$ cat config.mk
export PLATFORM = sky130hd
export DESIGN_NAME = vram_access_arbiter
export DESIGN_NICKNAME = d
export VERILOG_FILES = /design/src/rtl/vga_pkg.sv /design/src/rtl/vram_rd_tracker.sv /design/src/rtl/vram_access_arbiter.sv
export SDC_FILE = /design/constraint.sdc
export NUM_CORES = 1
export LEC_CHECK = 0
export CAP_MARGIN = 20
export CORE_ASPECT_RATIO = 1.4
export CORE_MARGIN = 5
export CORE_UTILIZATION = 37
export CTS_CLUSTER_DIAMETER = 80
export DETAILED_ROUTE_END_ITERATION = 10
export PLACE_DENSITY = 0.76
export SETUP_SLACK_MARGIN = 0.4
export SYNTH_ARGS = -nofsm -noshare
export SYNTH_HDL_FRONTEND = slang
export SYNTH_SLANG_ARGS = --single-unit
$ cat constraint.sdc
create_clock -name clk -period 2.03 [get_ports clk]
set_input_delay 0.203 -clock clk [delete_from_list [all_inputs] [get_ports clk]]
set_output_delay 0.203 -clock clk [all_outputs]
set_load 0.05 [all_outputs]
$ cat src/rtl/vga_pkg.sv
// Shared frame-buffer constants and the slot tag used by the VRAM access arbiter.
package vga_pkg;

  localparam int VRAM_ADDR_W = 17;
  localparam int VRAM_DATA_W = 16;
  localparam int H_ACTIVE    = 320;
  localparam int V_ACTIVE    = 240;

  typedef enum logic [1:0] {
    SLOT_IDLE = 2'd0,
    SLOT_RD   = 2'd1,
    SLOT_WR   = 2'd2
  } slot_e;

endpackage

$ cat src/rtl/vram_rd_tracker.sv
// Tracks the single outstanding BRAM read so the return data is captured exactly
// RD_LAT cycles after the read appears on the memory pins.
module vram_rd_tracker #(
  parameter int RD_LAT = 1
) (
  input  logic clk,
  input  logic reset_n,
  input  logic rd_issue_i,
  output logic rd_ret_o
);

  logic [RD_LAT-1:0] vld_q;

  // Flushed by reset so a read in flight is silently dropped.
  always_ff @(posedge clk or negedge reset_n) begin
    if (!reset_n) begin
      vld_q <= '0;
    end else begin
      vld_q[0] <= rd_issue_i;
      for (int i = 1; i < RD_LAT; i++) begin
        vld_q[i] <= vld_q[i-1];
      end
    end
  end

  assign rd_ret_o = vld_q[RD_LAT-1];

endmodule

$ cat src/rtl/vram_access_arbiter.sv
// Time-slot arbiter for the single-port frame buffer: pclk cycles serve display
// reads, the remaining cycles serve the pixel writer through valid/ready.
module vram_access_arbiter
  import vga_pkg::*;
#(
  parameter int ADDR_W  = VRAM_ADDR_W,
  parameter int DATA_W  = VRAM_DATA_W,
  parameter int RD_LAT  = 1,
  parameter int STALL_W = 16
) (
  input  logic              clk,
  input  logic              reset_n,
  input  logic              pclk,
  input  logic              disp_de,
  input  logic [ADDR_W-1:0] disp_addr,
  output logic [DATA_W-1:0] disp_data,
  output logic              disp_valid,
  input  logic              wr_enable,
  input  logic              wr_valid,
  input  logic [ADDR_W-1:0] wr_addr,
  input  logic [DATA_W-1:0] wr_data,
  output logic              wr_ready,
  output logic              mem_en,
  output logic              mem_we,
  output logic [ADDR_W-1:0] mem_addr,
  output logic [DATA_W-1:0] mem_wdata,
  input  logic [DATA_W-1:0] mem_rdata,
  input  logic              clr_stats,
  output logic [STALL_W-1:0] stall_cnt,
  output logic              pclk_err
);

  slot_e               slot_d, slot_q;
  logic                rd_req, wr_xfer;
  logic                mem_en_d, mem_en_q, mem_we_d, mem_we_q;
  logic [ADDR_W-1:0]   mem_addr_d, mem_addr_q;
  logic [DATA_W-1:0]   mem_wdata_d, mem_wdata_q;
  logic [DATA_W-1:0]   disp_data_q;
  logic                disp_valid_q;
  logic [STALL_W-1:0]  stall_d, stall_q;
  logic                pclk_q, pclk_err_d, pclk_err_q;
  logic                rd_ret;

  // The read slot owns the pclk cycle outright, so the writer is never offered it.
  assign wr_ready = wr_enable & ~pclk & reset_n;
  assign wr_xfer  = wr_valid & wr_ready;
  assign rd_req   = pclk & disp_de;

  always_comb begin
    slot_d      = SLOT_IDLE;
    mem_en_d    = 1'b0;
    mem_we_d    = 1'b0;
    mem_addr_d  = mem_addr_q;
    mem_wdata_d = mem_wdata_q;
    if (rd_req) begin
      slot_d     = SLOT_RD;
      mem_en_d   = 1'b1;
      mem_addr_d = disp_addr;
    end else if (wr_xfer) begin
      slot_d      = SLOT_WR;
      mem_en_d    = 1'b1;
      mem_we_d    = 1'b1;
      mem_addr_d  = wr_addr;
      mem_wdata_d = wr_data;
    end
  end

  always_comb begin
    stall_d = stall_q;
    if (clr_stats) begin
      stall_d = '0;
    end else if (wr_valid && !wr_ready && !(&stall_q)) begin
      stall_d = stall_q + STALL_W'(1);
    end
  end

  assign pclk_err_d = clr_stats ? 1'b0 : (pclk_err_q | (pclk & pclk_q));

  vram_rd_tracker #(
    .RD_LAT(RD_LAT)
  ) u_rd_tracker (
    .clk       (clk),
    .reset_n   (reset_n),
    .rd_issue_i(slot_q == SLOT_RD),
    .rd_ret_o  (rd_ret)
  );

  always_ff @(posedge clk or negedge reset_n) begin
    if (!reset_n) begin
      slot_q       <= SLOT_IDLE;
      mem_en_q     <= 1'b0;
      mem_we_q     <= 1'b0;
      mem_addr_q   <= '0;
      mem_wdata_q  <= '0;
      disp_data_q  <= '0;
      disp_valid_q <= 1'b0;
      stall_q      <= '0;
      pclk_q       <= 1'b0;
      pclk_err_q   <= 1'b0;
    end else begin
      slot_q       <= slot_d;
      mem_en_q     <= mem_en_d;
      mem_we_q     <= mem_we_d;
      mem_addr_q   <= mem_addr_d;
      mem_wdata_q  <= mem_wdata_d;
      disp_valid_q <= rd_ret;
      if (rd_ret) begin
        disp_data_q <= mem_rdata;
      end
      stall_q      <= stall_d;
      pclk_q       <= pclk;
      pclk_err_q   <= pclk_err_d;
    end
  end

  assign mem_en     = mem_en_q;
  assign mem_we     = mem_we_q;
  assign mem_addr   = mem_addr_q;
  assign mem_wdata  = mem_wdata_q;
  assign disp_data  = disp_data_q;
  assign disp_valid = disp_valid_q;
  assign stall_cnt  = stall_q;
  assign pclk_err   = pclk_err_q;

endmodule

==> Word level (Yosys, flattened, before mapping) <==
Index checks and enable logic that the tools add are counted.
{ "word_totals": {"ff_bits": 73, "latch_bits": 0, "ramBits": 0, "rom_bits": 0, "elab_cells": 39, "mem_count": 0} }
{ "classes": {"addsub": 1, "n_mul": 0, "n_div": 0, "magnitude_cmp": 0, "eq_ne": 1, "n_shift": 0, "n_mux": 10, "bitwise_logic": 8, "reduce_logical": 8} }
{ "ops": {"columns": ["cell", "n"], "rows": [
  ["2-to-1 mux 17 bit", 2],
  ["2-to-1 mux 16 bit", 2],
  ["adder 16 x 1 -> 16 bit (second input constant)", 1],
  ["AND reduction 16 bit", 1],
  ["bitwise AND 1 bit", 5],
  ["2-to-1 mux 1 bit", 4],
  ["2-to-1 mux 2 bit", 2],
  ["nonzero test 2 bit", 2],
  ["equality test 2 x 1 -> 1 bit (second input constant)", 1],
  ["logical AND 1 bit", 2],
  ["zero test 1 bit", 2],
  ["inverter 1 bit", 2],
  ["AND reduction 2 bit", 1],
  ["bitwise OR 1 bit", 1]
]} }

==> Logic depth before layout (Yosys ltp) <==
{ "logic_depth": {"ltp_word": 8, "ltp_mapped": 6} }

==> Cells and area by module <==
A second synthesis with hierarchy kept.
{ "unflattened": {"hier_cells": 255, "hier_area_um2": 3129.3} }
{ "by_module_without_submodules": {"columns": ["mod", "instances", "cells_each", "area_per_inst_um2", "seq_area_each_um2"], "rows": [
  ["vram_access_arbiter", 1, 254, 3104.2, 1776.7],
  ["vram_rd_tracker", 1, 1, 25.0, 25.0]
]} }

==> Least setup slack after synthesis <==
No wires, ideal clock.
{ "synth_timing": {"path_type": "register to register", "from": "reg stall_q[0], in the netlist stall_cnt[0]", "to": "reg stall_q[10], in the netlist stall_cnt[10]", "setup_ps": 78, "arrival_time_ps": 2232, "required_ps": 1952, "path_slack_ps": -280, "stages_incl_launch_ff": 6, "period_less_slack_ps": 2310, "cell_sequence": "dfrtp_1 > ha_1 > nand2_1 > or4b_4 > or4_1 > a21oi_1"} }
{ "synth_via": {"elab_chain_cells": 4, "word_cells_on_any_way": 7, "classes_between": "add/sub: 1; mux: 2; reduce/logical: 4"} }
{ "synth_rtl": {"columns": ["element", "line_no", "source"], "rows": [
  ["start, declared", "vram_access_arbiter.sv:40", "logic [STALL_W-1:0] stall_d, stall_q;"],
  ["start signal, assigned", "vram_access_arbiter.sv:110", "stall_q <= stall_d;"],
  ["branches (longest 4 deep; another with adder 16 x 1 -> 16 bit)", null, null]
]} }
Parallel ways; which one is timed is not known. The select of a mux whose other input is x is not followed.
A chain may end at the register's enable or synchronous reset.

==> Worst setup path after layout <==
{ "layout_timing": {"from": "reg stall_q[1], in the netlist stall_cnt[1]", "to": "reg stall_q[10], in the netlist stall_cnt[10]"} }
The elaborated chain is that of the path after synthesis.

==> reports/summary.log <==
INFO  synthesis      yosysSeqAreaShare=57.4%
INFO  synthesis      netlist_top_cells_count=sky130_fd_sc_hd__dfrtp_1, sky130_fd_sc_hd__mux2_2, sky130_fd_sc_hd__nand2_1
INFO  synthesis      synth-seq-cells=72
INFO  worst_setup_path data_required_time_of_the_worst_path=2280ps
INFO  power_and_ir_drop power.share.clock=31.3%
INFO  sta            slew-limit-headroom=39.6%
INFO  floorplanning  initial_core_util=38.1%
INFO  power_and_ir_drop power.share.combinational=30.1%
INFO  clock_network  post_cts_hold_buffer_count=0
INFO  synthesis      synth_nets=335
INFO  global_routing antenna_found_initial=0
INFO  worst_setup_path critical_path_fanout_max=3
INFO  synthesis      synth.most_common_cell=sky130_fd_sc_hd__dfrtp_1
INFO  floorplanning  core_area=8250squm
INFO  floorplanning  die_height=119microns
INFO  floorplanning  floorplan_die_width=87.9microns
INFO  power_and_ir_drop netSwitchingPower=1.52mW
INFO  synthesis      synth.lib_cells_used.distinct=35
INFO  cells_and_area antenna_cells=0
INFO  clock_network  cts_max_path_buffers=2
INFO  clock_network  cts_tree=built
INFO  cells_and_area final_layout_size_suffix_gt1_share=25.7%
INFO  cells_and_area utilization=63.0%
INFO  detailed_routing firstDrtPassIters=4
INFO  detailed_routing drc=0
INFO  synthesis      ys_warn_count=0
INFO  sta            fmax=0.538GHz
INFO  worst_setup_path critical_path_class=register to register
INFO  synthesis      yosys.area.top_type=sky130_fd_sc_hd__dfrtp_1
INFO  global_routing grt_residual_overflow=0
INFO  global_routing grt_pass1_vias=2,720
INFO  detailed_routing wl_per_cell=15.8microns
INFO  synthesis      synth-edff-count=0
INFO  synthesis      yosys.area.top_type_share=57.4%
INFO  synthesis      syn-mean-instance-area=12.0squm
INFO  detailed_routing via_count=2,707
INFO  sta            post-route-min-period=1860ps
INFO  cells_and_area fill_cells=710
INFO  worst_setup_path endpoint_kind=register
INFO  worst_setup_path reg2reg_setup_slack=170ps
INFO  synthesis      synthTopCellsByArea=sky130_fd_sc_hd__dfrtp_1, sky130_fd_sc_hd__mux2_2, sky130_fd_sc_hd__mux2i_1, sky130_fd_sc_hd__o21ai_0, sky130_fd_sc_hd__nand2_1
INFO  sta            finalHoldViolations=0
INFO  power_and_ir_drop cellInternalPower=2.89mW
INFO  cells_and_area design.final.nets=501
INFO  power_and_ir_drop power_per_cell_area=849nW/um^2
INFO  clock_network  clock_sink_count=72
INFO  place          buffer_ports.inserted=142
INFO  sta            fin_tns_setup=0ps
INFO  cells_and_area multi_input_area=1400squm
INFO  sta            rsz0062_at_grt=true
INFO  min_path       hold_removal_path_class=input pin to async pin
INFO  synthesis      synthArstFlopShare=100%
INFO  place          detailed_placer_s_ending_hpwl=6.14mm
INFO  detailed_routing viasPerCell=5.07
INFO  sta            timing.final.crit_share=91.5%
INFO  synthesis      synth.cell_area=3140squm
INFO  cells_and_area layout.area.seq=1810squm
INFO  power_and_ir_drop max-vdd-ir-drop=0.000519V
INFO  run            maxCapViolCount=0
INFO  power_and_ir_drop p_leak=2.46nW
INFO  global_routing grt_max_degree=73
INFO  power_and_ir_drop seqPwrFrac=38.6%
INFO  power_and_ir_drop switching_share=34.5%
INFO  sta            fin_skew=5.35ps
INFO  sta            setup_viol=0
INFO  sta            pins_over_slew_limit=0
INFO  clock_network  cts_made_buffers=9
INFO  floorplanning  count_of_pins_on_the_block_boundary=143
INFO  floorplanning  fp.dieArea=10,500squm
INFO  clock_network  htree_num_levels=3
INFO  floorplanning  num_rows=39
INFO  global_routing first_pass_grt_wire_length=13.1mm
INFO  clock_network  worstSkewPairLatency=320ps
INFO  worst_setup_path crit_start=stall_cnt[1]$_DFFE_PN0P_
INFO  run_status     status=completed
INFO  clock_network  clockRootBuffer=sky130_fd_sc_hd__clkbuf_16
INFO  worst_setup_path worstReg2RegStart=stall_cnt[1]$_DFFE_PN0P_
INFO  place          gp_congestion=0.830
INFO  synthesis      yosys_most_used_dff=sky130_fd_sc_hd__dfrtp_1
INFO  detailed_routing drtIter0Drc=92
INFO  clock_network  cts.reportedPaths.clkPinSlew=50ps
INFO  synthesis      postSynthCellCount=261
INFO  detailed_routing totalWireLength=8.44mm
INFO  worst_setup_path worst_ep_arrival_time=2100ps
INFO  sta            max_slew.worst_pin.slew=907ps
INFO  power_and_ir_drop fin_total_pwr=4.41mW
INFO  detailed_routing drt.antenna.violating_nets=0
INFO  cells_and_area areaGrowthSynthToFinish=65.6%
INFO  worst_setup_path type_of_origin_of_the_critical_path=register
INFO  global_routing globalRouteTotalUtil=15.9%
[per-stage QoR]
| step | hold slack, ps | cells | area, sq um | setup slack, ps |
|---|---|---|---|---|
| 3_5_place_dp | 419 | 504 | 4770 | -179 |
| 3_3_place_gp | 415 | 504 | 4770 | -124 |
| 4_1_cts | 180 | 527 | 5060 | 193 |
| 6_report | 113 | 534 | 5200 | 172 |
| 5_1_grt | 232 | 534 | 5200 | 160 |
| 2_1_floorplan | -92.6 | 261 | 3170 | 9.91 |
[flip-flops by register name, indices dropped and copies added (netlist names)]
name                   count
stall_cnt                 16
slot_q                     1
mem_en                     1
mem_we                     1
pclk_q                     1
pclk_err                   1
mem_addr                  17
disp_data                 16
mem_wdata                 16
u_rd_tracker.rd_ret_o      1
disp_valid                 1
[path summary, 6_finish.rpt]
path	to	depth (start not counted)
worst max-delay path	stall_cnt[10]$_DFFE_PN0P_	5
worst min-delay path	stall_cnt[12]$_DFFE_PN0P_	2
worst max register to register	stall_cnt[10]$_DFFE_PN0P_	5
worst min register to register	u_rd_tracker.rd_ret_o$_DFF_PN0_	1
max in group asynchronous	stall_cnt[4]$_DFFE_PN0P_	2
min in group clk	pclk_q$_DFF_PN0_	1
[cell usage in the layout, fill, tap and decap left out, types with 2 or more instances in the layout]
cell                              Yosys  routed
sky130_fd_sc_hd__a211oi_1             5       2
sky130_fd_sc_hd__a211oi_2             0       2
sky130_fd_sc_hd__a21oi_1              9       4
sky130_fd_sc_hd__a21oi_2              0       3
sky130_fd_sc_hd__a21oi_4              0       2
sky130_fd_sc_hd__a31oi_1              2       2
sky130_fd_sc_hd__and3_1               3       3
sky130_fd_sc_hd__and4_1               3       3
sky130_fd_sc_hd__buf_12               0       4
sky130_fd_sc_hd__buf_4                0      22
sky130_fd_sc_hd__clkbuf_1             9       4
sky130_fd_sc_hd__clkbuf_16            0       9
sky130_fd_sc_hd__clkdlybuf4s50_1      0      70
sky130_fd_sc_hd__clkinvlp_4           0       2
sky130_fd_sc_hd__dfrtp_1             72      62
sky130_fd_sc_hd__dfrtp_2              0      10
sky130_fd_sc_hd__dlygate4sd2_1        0      70
sky130_fd_sc_hd__inv_1                5       5
sky130_fd_sc_hd__mux2_2              38      36
sky130_fd_sc_hd__mux2_4               0       2
sky130_fd_sc_hd__mux2i_1             18      18
sky130_fd_sc_hd__nand2_1             25      23
sky130_fd_sc_hd__nand3_1              4       4
sky130_fd_sc_hd__nand4_1              4       4
sky130_fd_sc_hd__nor2_1              10       9
sky130_fd_sc_hd__nor2b_1              7       7
sky130_fd_sc_hd__nor3_1               2       2
sky130_fd_sc_hd__o21ai_0             20      19
sky130_fd_sc_hd__o31ai_1              4       2
sky130_fd_sc_hd__o31ai_2              0       2
sky130_fd_sc_hd__or4_1                4       2
sky130_fd_sc_hd__or4_4                0       2
[critical path, stage by stage (launching register included)]
cell and delay [ps]:
sky130_fd_sc_hd__dfrtp_2 400, sky130_fd_sc_hd__ha_4 160, sky130_fd_sc_hd__nand2_4 50, sky130_fd_sc_hd__or4b_4 540, sky130_fd_sc_hd__or4_4 510, sky130_fd_sc_hd__a21oi_2 130
[layer usage]
| metal | part of all wire, % | track usage [%] | vias to the layer above | wire [microns] |
|---|---|---|---|---|
| li1 | - | - | 1276 | - |
| met1 | 37 | 18.2 | 1305 | 3120 |
| met2 | 52 | 27.5 | 115 | 4400 |
| met5 | 0 | 0 | - | 0 |
| met4 | 1.7 | 6.33 | 0 | 140 |
| met3 | 9.2 | 4.35 | 11 | 773 |
[power groups by stage]
stage / registers [mW] / logic, mW / clock network, mW
global placement: 1.73 / 1.43 / 0
CTS: 1.71 / 1.34 / 1.42
detailed placement: 1.74 / 1.45 / 0
floorplan: 2.36 / 0.214 / 0
finish: 1.70 / 1.33 / 1.38
global route: 1.73 / 1.39 / 1.48
[what timing repair did]
action / 4_1_cts / 5_1_grt
resized for setup: 82 / 15
endpoints found under the hold margin: 0 / 0
setup buffers: 7 / 7
setup endpoints to repair: 81 / 12
pin swaps: 5 / 8
[cell type report]
cell class                 count  share of cell area (%)
sequential                    72                    34.9
timing repair buffer         167                    30.2
multi-input combinational    171                    27.0
clock buffer                  13                    4.62
tap                          102                    2.46
inverter                       6                   0.433
clock inverter                 3                   0.385
[logic make-up after synthesis]
group / count (synthesis) / synth area share (%)
fa+ha+maj: 1 / 0.399
buf+inv: 18 / 2.23
flops: 72 / 57.4
simple gates: 71 / 12.5
mux: 56 / 19.4
compound gates: 43 / 8.09
No activity file was read; power rests on OpenSTA's default activity.
